File: config.mk
export PLATFORM = sky130hd
export DESIGN_NAME = ex_mem_latch_gen
export DESIGN_NICKNAME = d
export VERILOG_FILES = /design/src/rtl/ex_mem_latch_gen.sv
export SDC_FILE = /design/constraint.sdc
export NUM_CORES = 1
export LEC_CHECK = 0
export CORE_AREA = 4 4 159 161
export CTS_CLUSTER_DIAMETER = 50
export DETAILED_ROUTE_END_ITERATION = 6
export DIE_AREA = 0 0 163 165
export GPL_TIMING_DRIVEN = 0
export PLACE_DENSITY_LB_ADDON = 0.05
export RECOVER_POWER = 100
export SLEW_MARGIN = 5
export SYNTH_ARGS = -nofsm -noshare
export SYNTH_HDL_FRONTEND = slang
export SYNTH_SLANG_ARGS = --single-unit
File: constraint.sdc
create_clock -name CLK -period 1.9 [get_ports CLK]
set_input_delay 0.38 -clock CLK [delete_from_list [all_inputs] [get_ports CLK]]
set_output_delay 0.38 -clock CLK [all_outputs]
set_load 0.05 [all_outputs]
File: src/rtl/ex_mem_latch_gen.sv
// EX/MEM pipeline latch with stall/flush bubbles, a data-memory request FSM,
// captured load data, sticky halt and a forwarding tap for the hazard unit.
//
//   state   | meaning
//   --------+-----------------------------------------------
//   IDLE    | no data access pending
//   PENDING | dmemREN/dmemWEN asserted, stage frozen until dhit
//   DONE    | access complete, requests low, load data valid
module ex_mem_latch_gen #(
    parameter int PAY_W  = 64,
    parameter int ADDR_W = 32,
    parameter int DATA_W = 32,
    parameter int WSEL_W = 5
) (
    input  logic              CLK,
    input  logic              nRST,
    input  logic              ihit,
    input  logic              dhit,
    input  logic [DATA_W-1:0] dmemload_in,
    input  logic              stall_in,
    input  logic              flush,
    input  logic [PAY_W-1:0]  payload_in,
    input  logic [DATA_W-1:0] result_in,
    input  logic [DATA_W-1:0] dstore_in,
    input  logic              dren_in,
    input  logic              dwen_in,
    input  logic              regwr_in,
    input  logic [WSEL_W-1:0] wsel_in,
    input  logic              halt_in,
    output logic [PAY_W-1:0]  payload_out,
    output logic [DATA_W-1:0] result_out,
    output logic [ADDR_W-1:0] dmemaddr,
    output logic [DATA_W-1:0] dmemstore,
    output logic              dmemREN,
    output logic              dmemWEN,
    output logic [DATA_W-1:0] dload_out,
    output logic              regwr_out,
    output logic [WSEL_W-1:0] wsel_out,
    output logic              halt_out,
    output logic              valid_out,
    output logic              mem_busy,
    output logic              fwd_valid,
    output logic [DATA_W-1:0] fwd_data
);

    typedef enum logic [1:0] {
        IDLE    = 2'd0,
        PENDING = 2'd1,
        DONE    = 2'd2
    } state_t;

    state_t state, state_nxt;

    logic advance;
    logic capture;
    logic bubble;
    logic dren_q;
    logic dwen_q;
    logic mem_op_in;

    assign advance   = ihit & ~stall_in & (state != PENDING);
    assign capture   = advance & ~flush;
    assign bubble    = advance & flush;
    assign mem_op_in = dren_in | dwen_in;

    // state register
    always_ff @(posedge CLK or negedge nRST) begin
        if (!nRST) begin
            state <= IDLE;
        end else begin
            state <= state_nxt;
        end
    end

    // next-state logic
    always_comb begin
        state_nxt = state;
        case (state)
            IDLE, DONE: begin
                if (advance) begin
                    state_nxt = (!flush && mem_op_in) ? PENDING : IDLE;
                end
            end
            PENDING: begin
                if (dhit) begin
                    state_nxt = DONE;
                end
            end
            default: state_nxt = IDLE;
        endcase
    end

    // output logic
    always_comb begin
        mem_busy  = (state == PENDING);
        dmemREN   = (state == PENDING) & dren_q;
        dmemWEN   = (state == PENDING) & dwen_q;
        fwd_valid = valid_out & regwr_out & (wsel_out != '0)
                    & ~(dren_q & (state != DONE));
        fwd_data  = dren_q ? dload_out : result_out;
    end

    assign dmemaddr = result_out[ADDR_W-1:0];

    // pipeline payload; a flushed advance loads a bubble, halt stays sticky
    always_ff @(posedge CLK or negedge nRST) begin
        if (!nRST) begin
            payload_out <= '0;
            result_out  <= '0;
            dmemstore   <= '0;
            dren_q      <= 1'b0;
            dwen_q      <= 1'b0;
            regwr_out   <= 1'b0;
            wsel_out    <= '0;
            valid_out   <= 1'b0;
            halt_out    <= 1'b0;
        end else if (capture) begin
            payload_out <= payload_in;
            result_out  <= result_in;
            dmemstore   <= dstore_in;
            dren_q      <= dren_in;
            // a load+store combination is resolved as a load
            dwen_q      <= dwen_in & ~dren_in;
            regwr_out   <= regwr_in;
            wsel_out    <= wsel_in;
            valid_out   <= 1'b1;
            halt_out    <= halt_out | halt_in;
        end else if (bubble) begin
            payload_out <= '0;
            result_out  <= '0;
            dmemstore   <= '0;
            dren_q      <= 1'b0;
            dwen_q      <= 1'b0;
            regwr_out   <= 1'b0;
            wsel_out    <= '0;
            valid_out   <= 1'b0;
        end
    end

    // load data is captured only when the access in flight is a load
    always_ff @(posedge CLK or negedge nRST) begin
        if (!nRST) begin
            dload_out <= '0;
        end else if (bubble) begin
            dload_out <= '0;
        end else if ((state == PENDING) && dhit && dren_q) begin
            dload_out <= dmemload_in;
        end
    end

endmodule

After elaboration in Yosys (flattened, before gate mapping)
Index checks and enable logic that the tools add are counted.
{"block": "op_classes", "mux": 19, "n_reduce_logical": 10, "eq_ne": 6, "n_bitwise": 17}
{"cell": "32-bit two-way mux", "n": 6}
{"cell": "64-bit two-way mux", "n": 2}
{"cell": "1-bit bitwise AND", "n": 11}
{"cell": "5-bit two-way mux", "n": 2}
{"cell": "1-bit two-way mux", "n": 6}
{"cell": "2-bit != test (second input constant)", "n": 3}
{"cell": "5-bit nonzero test", "n": 1}
{"cell": "2-bit two-way mux", "n": 2}
{"cell": "1-bit NOT", "n": 4}
{"cell": "2-bit case mux with 2 select lines", "n": 1}
{"cell": "2-bit nonzero test", "n": 2}
{"cell": "1-bit logical AND", "n": 3}
{"cell": "2-bit by 1-bit equality test with 1-bit output (second input constant)", "n": 1}
{"cell": "2-bit equality test (second input constant)", "n": 1}
{"cell": "2-bit zero test", "n": 1}
{"cell": "2-bit by 1-bit != test with 1-bit output (second input constant)", "n": 1}
{"cell": "1-bit OR", "n": 2}
{"cell": "2-bit AND reduction", "n": 1}
{"cell": "2-bit OR reduction", "n": 1}
{"cell": "1-bit zero test", "n": 1}
{"block": "totals", "reg_bits": 172, "out_inout_bits": 236}

Longest topological paths before layout
Gate-level depths: netlist of run 1.
{"block": "logic_depth", "depth_word": 6, "depth_mapped": 6}

Worst setup path after synthesis of run 1
OpenSTA, ideal clock, no wires.
{"block": "synth_path", "path_type": "register to output", "from": "register wsel_out[0]", "to": "output fwd_valid", "required_ns": 1.520, "path_stages_with_launch": 4, "t_arrival_ns": 1.905, "path_slack_ns": -0.385, "cell_sequence": "dfrtp_1 > or4_1 > nor2_1 > nor3_1"}
{"block": "synth_between", "elab_chain_cells": 3}
{"item": "start: declaration", "line_no": "38", "rtl": "output logic [WSEL_W-1:0] wsel_out,"}
{"item": "start signal: assignment", "line_no": "125", "rtl": "wsel_out <= wsel_in;"}
{"item": "5-bit nonzero test", "line_no": "98", "rtl": "fwd_valid = valid_out & regwr_out & (wsel_out != '0)"}
{"item": "1-bit bitwise AND", "line_no": "98"}
{"item": "1-bit bitwise AND", "line_no": "99", "rtl": "& ~(dren_q & (state != DONE));"}
{"item": "end: declaration", "line_no": "42", "rtl": "output logic fwd_valid,"}
No other way between the ends.

Worst setup path after layout of run 1
{"block": "layout_path", "from": "register wsel_out[2]", "to": "output fwd_valid"}
The elaborated chain is that of the path after synthesis.

==> impl_metrics.env, run 1 <==
export IMPL_slew_limit_headroom_pct=30.8
export IMPL_dieArea_sq_mm=0.0269
export IMPL_synth_top_area_share_pct=53.0
export IMPL_cp_end_kind="output pin"
export IMPL_drc=0
export IMPL_syn2layout_area_growth_pct=62.8
export IMPL_ant_nets=0
export IMPL_gp_congestion=0.791
export IMPL_synthFlopType="dfrtp_1"
export IMPL_ir_drop_uv=498
export IMPL_crit_start="wsel_out[2]"
export IMPL_ios=411
export IMPL_vias=7175
export IMPL_overflow=0
export IMPL_r2r_cells=8
export IMPL_critical_path_class="register to output pin"
export IMPL_cts_max_level=4
export IMPL_cts_root_buffer="clkbuf_16"
export IMPL_hp_class="register to register"
export IMPL_syn_area_sq_mm=0.00812
export IMPL_layout_commonest_cell="clkdlybuf4s50_1"
export IMPL_finalPower_mw=13.3
export IMPL_dieWidth_microns=163
export IMPL_cp_max_fo=2
export IMPL_yosys_cell_types_count=28
export IMPL_dpl_instance_area_sq_mm=0.0127
export IMPL_setup_viol=32
export IMPL_numPortBuffers=410
export IMPL_rsz0062_at_grt="yes"
export IMPL_postSynthCellCount=701
export IMPL_clk_path_buf_depth=2
export IMPL_reg2reg_from="state[1]"
export IMPL_diodes=0
export IMPL_first_global_vias=7523
export IMPL_wirelength_microns=30300
export IMPL_avgViaCountPerCell=4.84
export IMPL_drtIter0Drc=335
export IMPL_grt_total_usage_pct=22.0
export IMPL_clkTransAtPathRegs_ns=0.07
export IMPL_cts_tree="done"
export IMPL_first_pass_iters=4
export IMPL_cp_start_kind="register"
export IMPL_drive_gt1_share_pct=19.7
export IMPL_finalCritPeriodShare_pct=108
export IMPL_p_leak_nw=6.34
export IMPL_p_per_area_mw_per_mm2=1000
export IMPL_die_h_microns=165
export IMPL_synth_edf_count=0
export IMPL_synth_nets=876
export IMPL_slew_violations=0
export IMPL_ys_async_sr_fraction_pct=100
export IMPL_std_cell_rows=57
export IMPL_syn_avg_cell_area_sq_um=11.6
export IMPL_rrSetupSlack_ns=0.03
export IMPL_violations="negative setup slack"
export IMPL_yosysWarnings=0
export IMPL_max_slew_worst_pin_slew_ns=1.04
export IMPL_clock_latency_ns=0.43
export IMPL_nets=1320
export IMPL_finalWorstSetupSlack_ns=-0.157
export IMPL_grt_pass1_wl_microns=45300
export IMPL_r2r_end="dmemaddr[24]"
export IMPL_hold_viol_final=0
export IMPL_yosysTopAreaCell="dfrtp_1"
export IMPL_antenna_found_initial=0
export IMPL_endpoint="fwd_valid"
export IMPL_synth_seq_cells=172
export IMPL_period_minus_slack_ns=2.06
export IMPL_status="finished, violations left"
export IMPL_grt_max_degree=105
export IMPL_yosys_top_cells_area="dfrtp_1 53%, a31o_1 13%, o21a_1 12%, mux2_2 4.6%, buf_4 3.3%"
export IMPL_wl_per_cell_microns=20.4
export IMPL_synth_seq_area_share_pct=53.0
export IMPL_core_area_sq_mm=0.0240
export IMPL_final_cell_mix="173 x clkdlybuf4s50_1, 172 x dfrtp_1, 170 x dlygate4sd2_1"
export IMPL_timing_fmax_mhz=486
export IMPL_start_util_pct=33.9
export IMPL_hpwlAfterDp_microns=22700
export IMPL_cts_buffers=17
export IMPL_arrival_ns=1.68
export IMPL_drv_cap=0
export IMPL_finalInstanceArea_sq_mm=0.0132
export IMPL_cp_data_required_time_ns=1.52
export IMPL_finClkSkew_ns=0.0133
export IMPL_clkSinkCount=172
==> stage by stage <==
| step | setup TNS, ns | std cells | util (%) | hold WS (ns) | setup WS (ns) |
|---|---|---|---|---|---|
| 2_1_floorplan | 0 | 701 | - | 0.0844 | 0.0420 |
| 3_3_place_gp | -1298.50 | 1435 | 52.7 | 0.450 | -7.32 |
| 3_5_place_dp | -42.26 | 1436 | 52.9 | 0.385 | -0.487 |
| 4_1_cts | -3.65 | 1474 | 55.2 | 0.471 | -0.226 |
| 5_1_grt | -16.05 | 1482 | 55.2 | 0.486 | -0.244 |
| 6_report | -2.27 | 1482 | 55.2 | 0.474 | -0.157 |
==> worst min-delay path by stage <==
stage,startpoint,to,cells after the start,slack (ns)
floorplan,nRST,dload_out[0],0,0.08
global placement,halt_out,halt_out,1,0.45
detailed placement,nRST,dload_out[7],1,0.39
CTS,dmemload_in[2],dload_out[2],3,0.47
global route,dmemload_in[16],dload_out[16],3,0.49
finish,halt_out,halt_out,1,0.47
==> what timing repair did <==
action	CTS	global route
hold buffers	1	0
endpoints found under the hold margin	68	0
gates cloned	1	0
buffers inserted	5	8
setup endpoints to repair	236	52
gates resized for setup	496	19
pin swaps	2	1
==> power by group <==
part | internal (mW) | total [mW] | leakage [nW] | switching, mW
Clock | 1.90 | 3.53 | 0.288 | 1.63
Combinational | 1.89 | 5.31 | 3.78 | 3.42
Sequential | 4.11 | 4.45 | 2.27 | 0.338
==> worst max-delay path, stage by stage, from the launching register on <==
cell and delay [ns]:
dfrtp_1 0.39, or4_4 0.55, nor2_4 0.11, nor3_2 0.05, buf_6 0.15
==> sequential cells by signal, indices dropped and copies added (netlist names) <==
signal	flops
payload_out	64
dload_out	32
dmemaddr	32
dmemstore	32
wsel_out	5
state	2
dren_q	1
dwen_q	1
halt_out	1
regwr_out	1
valid_out	1
==> routing by layer <==
layer	up-vias	part of all wire (%)	global-route usage [%]
met3	24	7.4	6.34
met2	255	50	38.1
li1	3431	-	-
met1	3465	41	26.8
met4	0	1.6	5.91
met5	-	0	0
==> cells by family after synthesis <==
group / count (synthesis) / synth area share [%]
compound gates: 307 / 29.5
buf+inv: 109 / 8.46
flops: 172 / 53.0
simple gates: 80 / 4.48
mux: 33 / 4.58
==> synthesized netlist by cell type, types with 2 or more instances <==
master,count
dfrtp_1,172
o21a_1,135
a31o_1,124
nand2_1,65
buf_4,36
mux2_2,33
a21oi_1,32
buf_2,30
clkbuf_1,27
buf_6,14
a31o_2,12
and2_1,2
inv_1,2
nor2_1,2
nor2b_1,2
==> area by class of cell <==
cell class / count / area (sq um)
clock buffers: 19 / 443
flip-flops and latches: 172 / 4300
plain buffers: 106 / 718
well taps: 324 / 405
inverters: 2 / 7.51
clock inverters: 13 / 154
repair buffers: 426 / 4060
multi-input cells: 420 / 3140
fillers: 2260 / 10700
(Power assumes the default switching activity.)
==> run 2, diff against run 1 <==
Settings changed: CELL_PAD_IN_SITES_DETAIL_PLACEMENT set to 1, CELL_PAD_IN_SITES_GLOBAL_PLACEMENT set to 2, CORE_AREA 4 4 159 161 to not set, CORE_MARGIN set to 4, CORE_UTILIZATION set to 24, DIE_AREA 0 0 163 165 to not set.
==> impl_metrics.env, run 2 (synthesis gave the netlist of run 1 again) <==
export IMPL_p_clk_share_pct=24.8
export IMPL_finalWorstSetupSlack_ns=-0.189
export IMPL_critical_path_class="register to output pin"
export IMPL_final_cell_mix="173 x clkdlybuf4s50_1, 171 x dfrtp_1, 162 x dlygate4sd2_1"
export IMPL_clkSinkCount=172
export IMPL_slew_violations=0
export IMPL_overflow=0
export IMPL_clock_latency_ns=0.44
export IMPL_gp_congestion=0.734
export IMPL_fin_setup_tns_ns=-5.80
export IMPL_hold_viol_final=0
export IMPL_pwr_share_comb_pct=41.9
export IMPL_status="finished, violations left"
export IMPL_vias=7290
export IMPL_cp_end_kind="output pin"
export IMPL_cts_max_level=4
export IMPL_setup_viol=132
export IMPL_nFillCells=3701
export IMPL_clkTransAtPathRegs_ns=0.07
export IMPL_drc=0
export IMPL_hpwlAfterDp_microns=25500
export IMPL_ios=411
export IMPL_arrival_ns=1.71
export IMPL_nets=1322
export IMPL_rsz0062_at_grt="yes"
export IMPL_cp_max_fo=3
export IMPL_layout_commonest_cell="clkdlybuf4s50_1"
export IMPL_intPower_mw=8.02
export IMPL_start_util_pct=24.3
export IMPL_slew_limit_headroom_pct=13.9
export IMPL_cts_root_buffer="clkbuf_16"
export IMPL_finClkSkew_ns=0.00415
export IMPL_wirelength_microns=34700
export IMPL_max_stage_delay_ns=0.55
export IMPL_cts_buffers=17
export IMPL_cp_start_kind="register"
export IMPL_cp_data_required_time_ns=1.52
export IMPL_antenna_found_initial=2
export IMPL_clk_path_buf_depth=2
export IMPL_grt_max_degree=92
export IMPL_drtIter0Drc=195
export IMPL_core_area_sq_mm=0.0334
export IMPL_regArea_sq_mm=0.00431
export IMPL_power_frac_seq_pct=33.3
export IMPL_largest_reg_flops=64
export IMPL_die_h_microns=192
export IMPL_cp_cell_sequence="or4_4 -> nor2_4 -> nor3_2 -> buf_6"
export IMPL_first_global_vias=7887
export IMPL_hp_class="register to register"
export IMPL_cpMaxStageDelayCell="or4_4"
export IMPL_first_pass_iters=4
export IMPL_ant_nets=0
export IMPL_period_minus_slack_ns=2.09
export IMPL_finalCritPeriodShare_pct=110
export IMPL_p_sw_share_pct=40.1
export IMPL_p_per_area_mw_per_mm2=981
export IMPL_violations="negative setup slack"
export IMPL_wl_per_cell_microns=21.6
export IMPL_timing_fmax_mhz=479
export IMPL_p_switching_mw=5.36
export IMPL_dieArea_sq_mm=0.0368
export IMPL_std_cell_rows=67
export IMPL_numPortBuffers=410
export IMPL_ir_drop_uv=614
export IMPL_max_slew_worst_pin_slew_ns=1.29
export IMPL_cts_tree="done"
export IMPL_avgViaCountPerCell=4.54
export IMPL_multiInputGateArea_sq_mm=0.00326
export IMPL_drive_gt1_share_pct=21.2
export IMPL_fin_util_pct=40.8
export IMPL_dieWidth_microns=192
export IMPL_drv_cap=0
export IMPL_p_leak_nw=6.48
export IMPL_grt_total_usage_pct=18.2
export IMPL_syn2layout_area_growth_pct=68.0
export IMPL_grt_pass1_wl_microns=50400
export IMPL_top_register="payload_out"
==> run 2: changes by cell type in the layout (fill, tap and decap cells not counted), sizes merged <==
cell / delta
buf: +10
inv: -5
diode: +1
clkbuf: +5
clkdlybuf4s15: -3
dlygate4sd2: -8
dlymetal6s2s: +1
==> run 2: worst paths after layout <==
check                       startpoint             to  slack (ns)  cells after the start
min reg2reg                   halt_out       halt_out        0.46                      1
min in group asynchronous         nRST  dload_out[17]        0.76                      2
max in group asynchronous         nRST         dren_q        0.06                      3
max                        wsel_out[3]      fwd_valid       -0.19                      4
max reg2reg                   state[0]   dload_out[9]       -0.04                      6
min                           halt_out       halt_out        0.46                      1
==> run 2: worst max-delay path: cells and delay by family (launching register included) <==
family	cells	cell delay [ns]
DFF	1	0.39
buffers and inverters	1	0.15
and+or+nand+nor	3	0.72
==> run 2: repair_timing <==
action,CTS,global route
gates resized for setup,514,103
setup endpoints to repair,236,95
hold buffers,1,0
pin swaps,1,2
hold endpoints to repair,18,0
cloned,1,3
setup buffers,9,3
==> run 2: metal layers <==
layer  GRT usage [%]  wire [microns]  vias to the layer above
met5               0              21                        -
met4            4.03             320                        4
met3            6.45            2870                       24
met2            31.3           17800                      213
met1            21.9           13800                     3632
li1                -               -                     3417
==> run 2: cell type report <==
cell class / count / area share (%)
inverter: 2 / 0.0550
antenna: 1 / 0.0183
clock buffer: 22 / 3.33
multi-input combinational: 420 / 23.9
clock inverter: 8 / 0.523
buffer: 106 / 5.45
timing repair buffer: 428 / 31.0
sequential: 172 / 31.6
tap: 448 / 4.11
==> run 2: power groups by stage <==
stage	registers, mW	logic [mW]	clock network (mW)
after floorplan	6.01	1.96	0
after global placement	4.52	5.61	0
after detailed placement	4.54	5.64	0
after CTS	4.46	5.47	3.44
after global routing	4.52	5.90	3.60
final	4.45	5.61	3.32
==> run 2: per-stage QoR <==
step	hold slack, ns	setup WS, ns	area (sq um)	instances	power, mW
floorplan	0.0844	0.0420	8130	701	7.98
global placement	0.456	-7.88	12800	1559	10.1
detailed placement	0.459	-0.582	12800	1560	10.2
CTS	0.449	-0.295	13400	1600	13.4
global route	0.480	-0.259	13600	1606	14.0
finish	0.462	-0.189	13600	1607	13.4
==> run 3, diff against run 2 <==
Settings changed: CORE_ASPECT_RATIO set to 0.8, CORE_UTILIZATION 24 to 22, CTS_CLUSTER_DIAMETER 50 to not set.
Clock period 1.9 ns to 1.7 ns, I/O delays scaled along.
==> impl_metrics.env, run 3 (synthesis gave the netlist of run 1 again) <==
export IMPL_clock_latency_ns=0.44
export IMPL_clk_path_buf_depth=2
export IMPL_slew_limit_headroom_pct=37.5
export IMPL_overflow=0
export IMPL_cts_buffers=17
export IMPL_intPower_mw=8.84
export IMPL_hold_ws_ns=0.436
export IMPL_wl_met3_microns=2240
export IMPL_first_global_vias=7927
export IMPL_power_frac_seq_pct=33.4
export IMPL_finalCritPeriodShare_pct=120
export IMPL_grt_max_degree=91
export IMPL_ios=411
export IMPL_p_per_area_mw_per_mm2=1110
export IMPL_finalPower_mw=15.0
export IMPL_dpl_instance_area_sq_mm=0.0129
export IMPL_slew_violations=0
export IMPL_period_minus_slack_ns=2.05
export IMPL_cp_start_kind="register"
export IMPL_fin_util_pct=37.2
export IMPL_status="finished, violations left"
export IMPL_wl_met2_microns=17100
export IMPL_grt_total_usage_pct=17.8
export IMPL_start_util_pct=22.5
export IMPL_hpwlAfterDp_microns=27300
export IMPL_clkSinkCount=172
export IMPL_p_clk_share_pct=25.8
export IMPL_drtIter0Drc=296
export IMPL_reg2reg_from="state[1]"
export IMPL_wirelength_microns=36400
export IMPL_ir_drop_uv=581
export IMPL_finalInstanceArea_sq_mm=0.0134
export IMPL_nets=1318
export IMPL_drive_gt1_share_pct=35.2
export IMPL_crit_start="wsel_out[0]"
export IMPL_first_pass_iters=4
export IMPL_rsz0062_at_grt="yes"
export IMPL_dp_cells=1592
export IMPL_layout_commonest_cell="clkdlybuf4s50_1"
export IMPL_cp_data_required_time_ns=1.36
export IMPL_hold_viol_final=0
export IMPL_dieArea_sq_mm=0.0401
export IMPL_cts_root_buffer="clkbuf_16"
export IMPL_max_slew_worst_pin_slew_ns=0.938
export IMPL_grt_pass1_wl_microns=54200
export IMPL_drv_cap=0
export IMPL_violations="negative setup slack"
export IMPL_std_cell_rows=62
export IMPL_max_stage_delay_ns=0.53
export IMPL_gp_congestion=0.739
export IMPL_antenna_found_initial=4
export IMPL_finalWorstSetupSlack_ns=-0.347
export IMPL_diodes=0
export IMPL_hp_class="input port to register"
export IMPL_cpMaxStageDelayCell="or4_4"
export IMPL_cts_max_level=4
export IMPL_pwr_share_comb_pct=40.9
export IMPL_syn2layout_area_growth_pct=65.4
export IMPL_nFillCells=3998
export IMPL_drc=0
export IMPL_core_area_sq_mm=0.0361
export IMPL_wl_per_cell_microns=22.3
export IMPL_cp_cell_sequence="or4_4 -> nor2_4 -> nor3_4 -> buf_6"
export IMPL_instances_no_fill=1635
export IMPL_top_register="payload_out"
export IMPL_largest_reg_flops=64
export IMPL_p_leak_nw=5.88
export IMPL_ant_nets=0
export IMPL_arrival_ns=1.71
export IMPL_clkTransAtPathRegs_ns=0.07
export IMPL_vias=7257
export IMPL_finClkSkew_ns=0.0110
export IMPL_timing_fmax_mhz=489
export IMPL_hold_start="dmemload_in[15]"
export IMPL_cp_end_kind="output pin"
export IMPL_die_h_microns=180
export IMPL_wl_met1_microns=16800
export IMPL_p_sw_share_pct=40.9
export IMPL_avgViaCountPerCell=4.44
export IMPL_p_switching_mw=6.11
export IMPL_setup_viol=164
export IMPL_critical_path_class="register to output pin"
export IMPL_cts_tree="done"
export IMPL_dieWidth_microns=223
export IMPL_fin_setup_tns_ns=-13.91
export IMPL_final_cell_mix="173 x clkdlybuf4s50_1, 172 x dfrtp_1, 135 x o21a_1"
export IMPL_route_top_layer_used="met5"
export IMPL_place_worst_setup_slack_ns=-0.708
export IMPL_numPortBuffers=410
export IMPL_cp_max_fo=2
## run 3: changes by cell type in the layout (fill, tap and decap cells not counted), moves of 9 or more
cell             previous run  this run
mux2_2                      1        31
clkbuf_2                   26        86
dlygate4sd2_1             162         1
buf_8                      33         6
mux2_4                     32         2
clkdlybuf4s15_1            10        19
clkbuf_1                   27        14
clkdlybuf4s15_2            11       105
buf_6                      17        46
## run 3: power by group through the flow
stage | registers, mW | logic [mW] | clock network [mW]
6_report | 4.99 | 6.11 | 3.86
5_1_grt | 5.07 | 6.40 | 4.21
4_1_cts | 5.00 | 6.26 | 4.03
3_5_place_dp | 5.08 | 6.34 | 0
3_3_place_gp | 5.06 | 6.33 | 0
2_1_floorplan | 6.72 | 2.20 | 0
## run 3: cell type report
| cell class | instances | area, sq um | share of cell area (%) |
|---|---|---|---|
| tap | 480 | 601 | 4.47 |
| timing repair buffer | 424 | 4040 | 30.1 |
| clock buffer | 19 | 443 | 3.30 |
| clock inverter | 12 | 114 | 0.848 |
| inverter | 2 | 7.51 | 0.0559 |
| sequential | 172 | 4300 | 32.0 |
| multi-input combinational | 420 | 3160 | 23.6 |
| buffer | 106 | 758 | 5.64 |
## run 3: repair_timing
| item | in CTS | in global routing |
|---|---|---|
| hold buffers | 1 | 0 |
| pin swaps | 5 | 2 |
| setup endpoints to repair | 296 | 230 |
| endpoints found under the hold margin | 89 | 0 |
| resized for setup | 869 | 93 |
| buffers inserted | 8 | 4 |
## run 3: worst max-delay path: cells and delay by family (launching register included)
kind,cells,cell delay [ns]
buf+inv,1,0.15
simple gates,3,0.72
flops,1,0.39
## run 3: layer usage
layer | vias to the layer above | global-route usage (%)
met5 | - | 0
met4 | 8 | 3.11
met3 | 19 | 5.76
met2 | 188 | 28.4
met1 | 3628 | 24.0
li1 | 3414 | -
## run 3: path summary, 6_finish.rpt
| kind | endpoint | slack, ns | cells past startpoint |
|---|---|---|---|
| worst max-delay path | fwd_valid | -0.35 | 4 |
| worst min-delay path | dload_out[15] | 0.44 | 3 |
| worst min register to register | halt_out | 0.48 | 1 |
| worst max register to register | dmemaddr[21] | -0.08 | 6 |
| max in group asynchronous | dmemstore[27] | 0.13 | 3 |
| min in group asynchronous | payload_out[3] | 0.54 | 2 |
